**config.mk**
```make
export PLATFORM = sky130hd
export DESIGN_NAME = seg_scan_mux
export DESIGN_NICKNAME = d
export VERILOG_FILES = /design/src/rtl/disp_pkg.sv /design/src/rtl/onehot_mux.sv /design/src/rtl/seg_scan_mux.sv
export SDC_FILE = /design/constraint.sdc
export NUM_CORES = 1
export LEC_CHECK = 0
export ABC_AREA = 0
export CAP_MARGIN = 0
export CORE_MARGIN = 8
export CORE_UTILIZATION = 31
export DETAILED_ROUTE_END_ITERATION = 7
export MAX_ROUTING_LAYER = met4
export PLACE_DENSITY = 0.67
export SLEW_MARGIN = 20
export SYNTH_ARGS = -nofsm -noshare
export SYNTH_HDL_FRONTEND = slang
export SYNTH_SLANG_ARGS = --single-unit
```
**constraint.sdc**
```tcl
create_clock -name clk -period 2.4 [get_ports clk]
set_clock_uncertainty 0.15 [all_clocks]
set_input_delay 0.24 -clock clk [delete_from_list [all_inputs] [get_ports clk]]
set_output_delay 0.24 -clock clk [all_outputs]
set_load 0.02 [all_outputs]
```
**src/rtl/disp_pkg.sv**
```systemverilog
// Shared definitions for the display path: blanking level, default scan divider,
// one-hot index helper and the 7-segment glyph table used by the digit decoders.
package disp_pkg;

    // Logical "segment off" bit; replicate to the code width where needed.
    localparam logic SEG_BLANK = 1'b0;

    // Clocks per digit slot when the integrator does not override it.
    localparam int DIG_DEFAULT_DIV = 1000;

    // Maximum strobe width supported by the index helper.
    localparam int MAX_DIG = 16;

    // Index of the set bit of a one-hot vector; returns 0 for an all-zero input.
    function automatic logic [3:0] onehot_to_idx(input logic [MAX_DIG-1:0] oh);
        logic [3:0] idx;
        idx = '0;
        for (int i = 0; i < MAX_DIG; i++) begin
            if (oh[i]) begin
                idx = idx | 4'(i);
            end
        end
        return idx;
    endfunction

    // Hex nibble to segment code, bit order {g,f,e,d,c,b,a}, 1 = segment lit.
    function automatic logic [6:0] hex_to_seg(input logic [3:0] nib);
        logic [6:0] seg;
        case (nib)
            4'h0:    seg = 7'h3F;
            4'h1:    seg = 7'h06;
            4'h2:    seg = 7'h5B;
            4'h3:    seg = 7'h4F;
            4'h4:    seg = 7'h66;
            4'h5:    seg = 7'h6D;
            4'h6:    seg = 7'h7D;
            4'h7:    seg = 7'h07;
            4'h8:    seg = 7'h7F;
            4'h9:    seg = 7'h6F;
            4'hA:    seg = 7'h77;
            4'hB:    seg = 7'h7C;
            4'hC:    seg = 7'h39;
            4'hD:    seg = 7'h5E;
            4'hE:    seg = 7'h79;
            default: seg = 7'h71;
        endcase
        return seg;
    endfunction

endpackage

```
**src/rtl/onehot_mux.sv**
```systemverilog
// Combinational AND-OR selector: picks the W-bit lane whose select bit is set,
// and yields the blank code when no select bit is set.
module onehot_mux
    import disp_pkg::*;
#(
    parameter int N = 8,
    parameter int W = 7
) (
    input  logic [N-1:0]   sel,
    input  logic [N*W-1:0] data,
    output logic [W-1:0]   y
);

    logic [W-1:0] term [N];

    // Each lane is gated by its own select bit, so a zero select gives a blank, never x.
    generate
        for (genvar gi = 0; gi < N; gi++) begin : g_lane
            assign term[gi] = sel[gi] ? data[gi*W +: W] : {W{SEG_BLANK}};
        end
    endgenerate

    always_comb begin
        y = {W{SEG_BLANK}};
        for (int i = 0; i < N; i++) begin
            y = y | term[i];
        end
    end

endmodule

```
**src/rtl/seg_scan_mux.sv**
```systemverilog
// Autonomous multiplexed display scanner: a prescaler steps a one-hot digit strobe
// every DIV clocks and the selected digit's code is driven out through registers.
module seg_scan_mux
    import disp_pkg::*;
#(
    parameter int N_DIG      = 8,
    parameter int W          = 7,
    parameter int DIV        = DIG_DEFAULT_DIV,
    parameter bit ACTIVE_LOW = 1'b1
) (
    input  logic               clk,
    input  logic               rst,
    input  logic [N_DIG*W-1:0] data_i,
    input  logic [N_DIG-1:0]   en_i,
    input  logic               hold_i,
    output logic [W-1:0]       seg_o,
    output logic [N_DIG-1:0]   an_o,
    output logic               tick_o
);

    localparam int CNT_W = (DIV > 1) ? $clog2(DIV) : 1;
    localparam logic [CNT_W-1:0] CNT_LAST = CNT_W'(DIV - 1);

    logic [CNT_W-1:0] cnt_reg, cnt_next;
    logic [N_DIG-1:0] scan_reg, scan_next;
    logic             advance;

    logic [N_DIG-1:0] an_l;
    logic [W-1:0]     seg_l;

    logic [W-1:0]     seg_reg;
    logic [N_DIG-1:0] an_reg;
    logic             tick_reg;

    always_comb begin
        advance   = 1'b0;
        cnt_next  = cnt_reg;
        scan_next = scan_reg;
        if (!hold_i) begin
            if (cnt_reg == CNT_LAST) begin
                advance   = 1'b1;
                cnt_next  = '0;
                scan_next = {scan_reg[N_DIG-2:0], scan_reg[N_DIG-1]};
            end else begin
                cnt_next = cnt_reg + 1'b1;
            end
        end
    end

    // Strobe only the current digit, and only if it is enabled; a disabled digit keeps its slot.
    assign an_l = scan_reg & en_i;

    onehot_mux #(
        .N (N_DIG),
        .W (W)
    ) u_seg_mux (
        .sel  (an_l),
        .data (data_i),
        .y    (seg_l)
    );

    always_ff @(posedge clk) begin
        if (rst) begin
            cnt_reg  <= '0;
            scan_reg <= {{(N_DIG-1){1'b0}}, 1'b1};
            tick_reg <= 1'b0;
            seg_reg  <= {W{ACTIVE_LOW}};
            an_reg   <= {N_DIG{ACTIVE_LOW}};
        end else begin
            cnt_reg  <= cnt_next;
            scan_reg <= scan_next;
            tick_reg <= advance;
            // XOR with the polarity bit maps logical "on" to the board's drive level.
            seg_reg  <= seg_l ^ {W{ACTIVE_LOW}};
            an_reg   <= an_l ^ {N_DIG{ACTIVE_LOW}};
        end
    end

    assign seg_o  = seg_reg;
    assign an_o   = an_reg;
    assign tick_o = tick_reg;

endmodule

```
### After elaboration in Yosys (flattened, before gate mapping)

Cells that the tools add are included.

* bitwise logic cells: 11
* multipliers: 0
* multiplexer cells: 10
* shift operators: 0
* order comparisons: 0
* add/sub/neg operators: 1
* reductions and logical operators: 2
* div/mod/pow operators: 0
* eq/ne operators: 1

Operators with widths (count)
* $mux 7: 8
* $or 7x7->7: 7
* $add 10x1->10 const B: 1
* $eq 10x10->1 const B: 1
* $mux 10: 1
* $and 8x8->8: 1
* $not 8->8: 1
* $not 7->7: 1
* $reduce_and 2->1: 1
* $reduce_or 2->1: 1
* $mux 1: 1
* $not 1->1: 1

* output and inout bits: 16
* bits in writable memories: 0
* latch bits: 0
* ROM bits: 0
* logic and storage cells: 30
* flip-flop bits (word level): 34
* memories: 0

### Longest topological paths before layout

* depth in word-level cells: 10
* gate-level depth with buffers: 5

### Modules after synthesis

From an unflattened synthesis, not the netlist that was laid out.

* cells, all modules: 155
* area total of the unflattened synthesis: 1481.4 um2

By module, submodules not included
* seg_scan_mux: cells an instance 120, area an instance 1227.4 um2, sequential area each 680.7 um2, instances 1
* onehot_mux: cells an instance 35, area an instance 254.0 um2, sequential area each 0.0 um2, instances 1

### Worst setup path after synthesis

No wires, ideal clock.

* path type: reg-to-reg
* from: reg cnt_reg[0]
* to: reg scan_reg[1]
* library setup time: 117 ps
* data required time: 2133 ps
* period minus slack after synthesis: 1740 ps
* path slack: 660 ps
* stages on the path, launching flop included: 5
* arrival time: 1473 ps
* path through: dfxtp_1 -> ha_1 -> nand4_1 -> o31a_4 -> a22o_1

* cells in the longest elaborated chain, start to end: 2

RTL lines
* start: declaration: RTL line seg_scan_mux.sv:24 `logic [CNT_W-1:0] cnt_reg, cnt_next;`
* start signal: assignment: RTL line seg_scan_mux.sv:70 `cnt_reg <= cnt_next;`
* $eq 10x10->1: RTL line seg_scan_mux.sv:40 `if (cnt_reg == CNT_LAST) begin`
* $reduce_and 2->1 (no line)
* end signal: assignment: RTL line seg_scan_mux.sv:65 `scan_reg <= {{(N_DIG-1){1'b0}}, 1'b1};`
* end signal: assignment: RTL line seg_scan_mux.sv:71 `scan_reg <= scan_next;`
* end: declaration: RTL line seg_scan_mux.sv:25 `logic [N_DIG-1:0] scan_reg, scan_next;`

Every way passes these cells.
A chain may end at the register's enable or synchronous reset.

### Worst setup path after layout

* from: reg cnt_reg[0]
* to: reg scan_reg[2]

Same word-level chain as after synthesis.

==> results.md <==
- Number of library cell types mapped by synthesis: 31
- Area of the multi-input gates: 722 um2
- Chip width: 84.7 um
- Power per cell area: 488 nW/um2
- Fillcell total: 438
- Reg area: 681 um2
- Mean area per synthesized cell: 9.96 um2
- Vert. Die Dim: 84.7 um
- Number of sinks driven by the clock tree: 34
- Number of routed nets with antenna violations: 0
- Final Wtd Congestion: 0.801
- Inserted Clock Buffers: 5
- Placed instance count: 276
- Peak Freq: 0.512 GHz
- Vias per cell: 5.14
- # Post-CTS Setup Buffers: 0
- Max reg flops: 10
- Hold slack: 0.333 ns
- CTS H-Tree Depth: 2
- Clock tree from TritonCTS: yes
- Mapped Nets: 215
- Setup TNS: 0 ns
- Number of max-slew violations in the final report: 0
- Signed area change from the synthesized netlist to the final layout: 65.6%
- Worst setup slack after layout: 0.445 ns
- Unrepaired setup endpoints after global routing: false
- Slew HR: 0.657
- DIE AREA: 7180 um2
- Antenna violations before repair: 0
- Largest buffer count on any clock path: 2
- Post-Syn Area: 1460 um2
- Kind of end point of the critical path: flip-flop
- First-pass GRT wire length: 7.85 mm
- Setup-failing EPs final: 0
- Residual overflow from global routing: 0
- Initial cell density of the core: 0.316
- Final core utilization: 0.524
- Count of maximum capacitance violations: 0
- Post-route insts no fill: 284
- Post-detailed-placement cell area: 2330 um2
- Top library cells by usage in the layout, fill and taps aside: clkdlybuf4s50_1, dfxtp_1, a22oi_1
- Worst IR drop on VDD: 0.000271 V
- Standby leakage power: 0.849 nW
- Clock latency reported for the late side of the worst-skew pair: 0.29 ns
- Post-route DRC: 0
- Number of flip-flops and latches in the synthesized netlist: 34
- # IOs: 83
- Wirelength, routed: 5.18 mm
- Classification of the worst setup path: reg -> reg
- Nets@finish: 297
- Maximum number of pins on one net before global-route repair: 11
- WP data required: 2.48 ns
- Root buffer cell: clkbuf_8
- Port bufs: 82
- Post_cts resized: 0
- Crit path arrival time: 2.03 ns
- Hold buffer count at CTS: 0
- Syn. warnings: 0
- Time the worst path needs with I/O delays and setup: 1.95 ns
- Core area: 4630 um2
- Hold Path Class: reg -> reg
- Status: finished, final reports clean
- Cell types occupying the most area after synthesis: dfxtp_1, a22oi_1, a41o_1, a22o_1, and2_1
- Routed wire per std cell: 18.2 um
- Routed vias: 1459
- Placement Setup Slack: 0.305 ns
- Post-DP HPWL: 3.99 mm
- Clock-pin slew on the worst setup and hold paths: 0.07 ns
- Site Rows: 25
- Vias in the first global route: 1479
- Largest driver fanout on the critical path: 9
- Starting DRC count in detailed routing: 94
- Area share of the largest cell type after synthesis: 0.465
- Slew at the pin closest to its max-slew limit: 0.510 ns
- Overall power of the completed layout: 1.18 mW
- Gate count after technology mapping: 147
- Kind of start point of the critical path: flip-flop
- Global routing usage summed across all routing layers: 0.145
- Router iterations before antenna repair: 4
- Fraction of final layout cells sized beyond drive strength 1: 0.0652
- Fraction of the yosys area taken by sequential cells: 0.465
- Most common cell after layout, fill and taps aside: clkdlybuf4s50_1
- Final Hold Violating Endpoints: 0
- Final critical-path share of the clock period: 0.814
- Cell type with the highest aggregate area in the netlist: dfxtp_1
- Final Instance Area: 2420 um2
- Flop-to-flop setup slack: 0.45 ns
- Number of inserted diodes: 0
synthesized netlist by cell type, drive strengths merged:
| cell type | count |
|---|---|
| a21oi | 6 |
| a22o | 7 |
| a22oi | 28 |
| a2bb2oi | 1 |
| a41o | 7 |
| and2 | 8 |
| buf | 2 |
| clkbuf | 9 |
| clkinv | 1 |
| dfxtp | 34 |
| ha | 1 |
| inv | 2 |
| mux2i | 1 |
| nand2 | 9 |
| nand3 | 2 |
| nand3b | 1 |
| nand4 | 2 |
| nand4b | 2 |
| nor2 | 4 |
| nor2b | 1 |
| nor4 | 1 |
| o21ai | 4 |
| o31a | 1 |
| o31ai | 3 |
| or3 | 4 |
| or4 | 2 |
| or4b | 1 |
| xnor2 | 1 |
| xor2 | 2 |
cells by family after synthesis:
family          synth area share
buf+inv                   0.0419
fa+ha+maj                0.00855
flops                      0.465
simple gates               0.156
xor+xnor                  0.0180
compound gates             0.304
mux                      0.00684
final timing paths:
check,start,to,depth (start not counted)
worst min-delay path,scan_reg[7]$_SDFFE_PP0P_,scan_reg[0]$_SDFFE_PP1P_,2
worst min register to register,scan_reg[7]$_SDFFE_PP0P_,scan_reg[0]$_SDFFE_PP1P_,2
worst max register to register,cnt_reg[0]$_SDFFE_PP0N_,scan_reg[2]$_SDFFE_PP0P_,4
worst max-delay path,cnt_reg[0]$_SDFFE_PP0N_,scan_reg[2]$_SDFFE_PP0P_,4
where the power goes:
part | total, mW | switching [mW] | internal, mW
combinational | 0.170 | 0.0482 | 0.121
sequential | 0.579 | 0.00533 | 0.573
clock | 0.434 | 0.203 | 0.231
per-layer routing:
| layer | GRT usage | up-vias | wire, um |
|---|---|---|---|
| met1 | 0.153 | 686 | 2140 |
| met3 | 0.0322 | 10 | 196 |
| met2 | 0.247 | 31 | 2730 |
| met5 | - | - | 0 |
| li1 | - | 732 | - |
| met4 | 0.0777 | 0 | 118 |
worst max-delay path, stage by stage, from the launching register on:
cell     delay (ns)
dfxtp_1        0.39
ha_1           0.24
nand4_1        0.32
nor4_4         0.59
a22o_1         0.21
cell type report:
class	instances	area share
timing repair buffer	86	0.351
multi-input combinational	99	0.298
sequential	34	0.281
clock buffer	7	0.0356
tap	54	0.0279
inverter	3	0.00465
clock inverter	1	0.00207
Note: power is estimated with default switching activity, not from simulation.
==> edit 1, RTL diff (same settings) <==
`W` is set to 7 in 2 places; all go to 14.
--- a/src/rtl/onehot_mux.sv
+++ b/src/rtl/onehot_mux.sv
@@ -4,7 +4,7 @@
     import disp_pkg::*;
 #(
     parameter int N = 8,
-    parameter int W = 7
+    parameter int W = 14
 ) (
     input  logic [N-1:0]   sel,
     input  logic [N*W-1:0] data,
--- a/src/rtl/seg_scan_mux.sv
+++ b/src/rtl/seg_scan_mux.sv
@@ -4,7 +4,7 @@
     import disp_pkg::*;
 #(
     parameter int N_DIG      = 8,
-    parameter int W          = 7,
+    parameter int W          = 14,
     parameter int DIV        = DIG_DEFAULT_DIV,
     parameter bit ACTIVE_LOW = 1'b1
 ) (
Ports: changed (resized data_i and seg_o); port bits go from 83 to 146. The function was not compared with the original's and may differ.
==> edit 1 against the unedited design <==
Area after synthesis is 36% higher. Synthesized cell count is 43% higher. Global-route usage is 3.2 points higher. Routed wire length is 61% higher. Worst setup slack better by 0.083 ns. Combinational power is 71% higher. Total power is 30% higher. Sequential cell count is 7 higher. First-iteration DRC count is 3.2% lower. Worst hold slack better by 0.036 ns. Final area is 49% higher. Largest power group unchanged.
==> edit 1: results (changes against the unedited design) <==
[global_routing]
grt.met2_usage_pct = 29.9  ; +5.2 points
grt_util_all_layers_pct = 17.7  ; +3.2 points
grt_pass1_vias = 2397  ; +62%
grt_max_degree = 43  ; +32
use_met1_pct = 20.2  ; +4.9 points
grt_first_pass_wirelength_mm = 12.2  ; +55%
use_met3_pct = 4.52  ; +1.3 points

[worst_hold_path]
holdCritPathClass = register to register
hp-start = scan_reg[4]$_SDFFE_PP0P_
min_to = scan_reg[5]$_SDFFE_PP0P_

[timing]
max_slew_margin_pct = 71.0  ; +5.3 points
holdWs_ns = 0.369  ; +0.0362 ns

[place]
hpwl_mm = 6.34  ; +59%
pre_cts_ws_ns = 0.438  ; +0.133 ns
dp.cells = 420  ; +52%
portBuffers = 145  ; +77%
place_congestion = 0.797  ; -0.55%
dpl-instance-area_um2 = 3500  ; +50%

[power_and_ir_drop]
p_seq_w = 0.000706  ; +22%
internal_power_w = 0.00121  ; +31%
peakVddDrop_v = 0.000292  ; +7.5%
leakagePower_nw = 1.31  ; +54%
comb_power_share_pct = 18.8  ; +4.5 points
p_per_area_nw_per_um2 = 427  ; -12%

[layout]
nets = 474  ; +60%
nClkBuffers = 5  ; -2
final_area_um2 = 3610  ; +49%
non_clock_buffer_count = 155  ; +80%
sh_seq_area_pct = 22.8  ; -5.3 points
clk_share_pct = 2.88  ; -0.89 points
multi_input_area_share_pct = 29.4  ; -0.41 points
largest_register_ffs = 14  ; +4
inverters = 0  ; -3
multi_input_gates = 147  ; +48%
nFillCells = 561  ; +28%
drive_gt1_share_pct = 6.29  ; -0.24 points

[critical_path]
worst_r2r_path_depth = 6  ; +2
rrSetupSlack_ns = 0.53  ; +0.08 ns
crit_arrival_ns = 1.88  ; -0.15 ns
r2r-start = cnt_reg[1]$_SDFFE_PP0N_
r2r_end = scan_reg[4]$_SDFFE_PP0P_

[floorplan]
die_area_um2 = 9220  ; +28%

[detailed_routing]
finalWirelength_mm = 8.35  ; +61%
drt_first_iter_violations = 91  ; -3.2%
avgRoutedWirePerCell_um = 19.6  ; +7.2%
wl_met3_um = 571  ; +190%
wl_met1_mm = 3.46  ; +62%
wl_met2_mm = 4.20  ; +54%
viasPerCell = 5.24  ; +2.1%
drt_pass1_iterations = 4  ; unchanged

[synth]
synth_fp_nets = 334  ; +55%
ys_seq_area_share_pct = 41.3  ; -5.2 points
synth_area_leaders = dfxtp_1, a22oi_1, a41o_1
synth_seq_cells = 41  ; +21%
yosysWarnings = 0  ; unchanged
ys_types = 29  ; -6.5%
synth.avg_cell_area_um2 = 9.46  ; -5.1%

[clock_network]
post_cts_buffers = 0  ; unchanged

[status]
outcome = finished clean

-- edit 1: changes by cell type in the layout (fill, tap and decap cells not counted), sizes merged, moves of 7 or more --
cell / unedited run / this run
nor2: 4 / 13
mux2i: 1 / 8
clkdlybuf4s50: 82 / 145
nor3: 0 / 7
a22o: 7 / 0
a41o: 7 / 14
dfxtp: 34 / 41
a22oi: 28 / 57
nand2b: 0 / 8
-- edit 1: kinds of logic (layout without fill, tap and decap cells) --
logic type | after synthesis | in the layout | share of synthesized area (%)
compound gates | 77 | 77 | 30.2
mux | 8 | 8 | 4.03
flops | 41 | 41 | 41.3
xor+xnor | 6 | 6 | 2.65
simple gates | 55 | 55 | 15.9
fa+ha+maj | 1 | 1 | 0.630
buf+inv | 22 | 162 | 5.29
-- edit 1: how the worst max path moves through the flow --
stage                                     to                     from  slack [ns]  depth (start not counted)
finish              scan_reg[4]$_SDFFE_PP0P_  cnt_reg[1]$_SDFFE_PP0N_        0.53                          6
global route        scan_reg[4]$_SDFFE_PP0P_  cnt_reg[0]$_SDFFE_PP0N_        0.35                          6
CTS                 scan_reg[6]$_SDFFE_PP0P_  cnt_reg[0]$_SDFFE_PP0N_        0.55                          6
global placement     cnt_reg[9]$_SDFFE_PP0N_                   hold_i        0.46                          5
detailed placement   cnt_reg[9]$_SDFFE_PP0N_                   hold_i        0.44                          5
floorplan           scan_reg[1]$_SDFFE_PP0P_  cnt_reg[0]$_SDFFE_PP0N_        0.72                          6
-- edit 1: worst max-delay path: stages, from the launching register on --
cell	delay, ns
dfxtp_1	0.46
ha_1	0.30
and4bb_2	0.30
nand4_1	0.10
buf_4	0.21
mux2i_1	0.17
nor2_1	0.05
==> edit 2, RTL diff (same flow settings) <==
Made on the original files. Add an input register stage for `data_i`, `en_i` and `hold_i`, cleared by the reset; this delays them by one clock.
--- a/src/rtl/seg_scan_mux.sv
+++ b/src/rtl/seg_scan_mux.sv
@@ -21,6 +21,22 @@
     localparam int CNT_W = (DIV > 1) ? $clog2(DIV) : 1;
     localparam logic [CNT_W-1:0] CNT_LAST = CNT_W'(DIV - 1);
 
+    logic [N_DIG*W-1:0] data_q;
+    logic [N_DIG-1:0] en_q;
+    logic hold_q;
+
+    always_ff @(posedge clk) begin
+        if (rst) begin
+            data_q <= '0;
+            en_q   <= '0;
+            hold_q <= '0;
+        end else begin
+            data_q <= data_i;
+            en_q   <= en_i;
+            hold_q <= hold_i;
+        end
+    end
+
     logic [CNT_W-1:0] cnt_reg, cnt_next;
     logic [N_DIG-1:0] scan_reg, scan_next;
     logic             advance;
@@ -36,7 +52,7 @@
         advance   = 1'b0;
         cnt_next  = cnt_reg;
         scan_next = scan_reg;
-        if (!hold_i) begin
+        if (!hold_q) begin
             if (cnt_reg == CNT_LAST) begin
                 advance   = 1'b1;
                 cnt_next  = '0;
@@ -48,14 +64,14 @@
     end
 
     // Strobe only the current digit, and only if it is enabled; a disabled digit keeps its slot.
-    assign an_l = scan_reg & en_i;
+    assign an_l = scan_reg & en_q;
 
     onehot_mux #(
         .N (N_DIG),
         .W (W)
     ) u_seg_mux (
         .sel  (an_l),
-        .data (data_i),
+        .data (data_q),
         .y    (seg_l)
     );
 
Check against the original RTL: not equivalent (Yosys sat finds a counterexample within 4 cycles, from zero or initial values and one cycle with rst high).
==> edit 2 against the unedited design <==
Worst setup slack better by 0.26 ns. Area after synthesis is 120% higher. Total power rose to 2.6 times the old value. Final area rose by 82%. Worst hold slack worse by 0.12 ns. Die area is 95% higher. Sequential cell count increased by 65. Routed wire length rose by 42%. Sequential power rose to 3.0 times the old value. Register-to-register slack improved by 0.31 ns.
==> edit 2: results (changes against the unedited design) <==
[status]
outcome = finished clean

[power_and_ir_drop]
pwr-share-clk_pct = 36.9  ; +0.2 points
p_seq_share_pct = 56.4  ; +7.4 points
internal_power_w = 0.00245  ; +160%

[layout]
instances_no_fill = 509  ; +79%
drive_gt1_share_pct = 6.17  ; -0.36 points
nets = 436  ; +47%
largest_register_ffs = 56  ; +46

[global_routing]
grt_max_degree = 51  ; +40
use_met1_pct = 12.9  ; -2.4 points
grt_util_all_layers_pct = 10.8  ; -3.7 points

[place]
dpl-instance-area_um2 = 4180  ; +79%
dp.cells = 493  ; +79%

[synth]
synthAdderAreaFrac_pct = 0.385  ; -0.47 points
synth_compound_area_share_pct = 9.69  ; -21 points
synth_common_cells = dfxtp_1, nor2b_1, a22oi_1

[critical_path]
rrSetupSlack_ns = 0.76  ; +0.31 ns
crit_arrival_ns = 1.31  ; -0.72 ns
cp_max_fo = 1  ; -8
slowest_delay_ns = 0.61  ; +0.02 ns

[detailed_routing]
drt_pass1_iterations = 5  ; +1
drt_first_iter_violations = 82  ; -13%
num_vias = 2198  ; +51%

[clock_network]
cts_buffers = 9  ; +4
htreeDepth = 3  ; +1
clk_pin_slew_ns = 0.09  ; +0.02 ns

[timing]
fin_ws_ns = 0.703  ; +0.257 ns

-- edit 2: changes by cell type after synthesis, moves of 8 or more --
| cell | before | now |
|---|---|---|
| dfxtp_1 | 34 | 99 |
| nor2b_1 | 1 | 65 |
| clkbuf_1 | 9 | 19 |
| nand2b_1 | 0 | 8 |
| nor2_1 | 4 | 12 |
-- edit 2: cell families (layout without fill, tap and decap cells) --
| logic type | count (synthesis) | count (layout) |
|---|---|---|
| flops | 99 | 99 |
| fa+ha+maj | 1 | 1 |
| compound gates | 40 | 40 |
| buf+inv | 21 | 101 |
| xor+xnor | 7 | 7 |
| mux | 8 | 8 |
| simple gates | 117 | 117 |
-- edit 2: layout make-up --
type / count / area share (%)
sequential: 99 / 45.0
multi-input combinational: 173 / 26.8
timing repair buffer: 85 / 19.3
tap: 136 / 3.87
clock buffer: 11 / 2.99
clock inverter: 5 / 1.93
-- edit 2: worst register-to-register path, cell delays in order (launching register included) --
cell and delay (ns):
dfxtp_1 0.38, ha_1 0.20, and4b_4 0.26, nand4_1 0.09
buf_4 0.20, mux2i_1 0.17, nor2_1 0.06
-- edit 2: path summary, 6_finish.rpt --
kind | end | start | cells past startpoint
max reg2reg | scan_reg[4]$_SDFFE_PP0P_ | cnt_reg[0]$_SDFFE_PP0N_ | 6
max | seg_o[6] | seg_o[6]$_SDFF_PP1_ | 1
min | scan_reg[2]$_SDFFE_PP0P_ | rst | 2
min reg2reg | scan_reg[6]$_SDFFE_PP0P_ | scan_reg[5]$_SDFFE_PP0P_ | 2
-- edit 2: through the flow --
| stage | util, % | hold slack (ns) |
|---|---|---|
| floorplan | - | 0.218 |
| global placement | 40.7 | 0.341 |
| detailed placement | 40.7 | 0.354 |
| CTS | 42.8 | 0.191 |
| global route | 42.8 | 0.232 |
| finish | 42.8 | 0.209 |
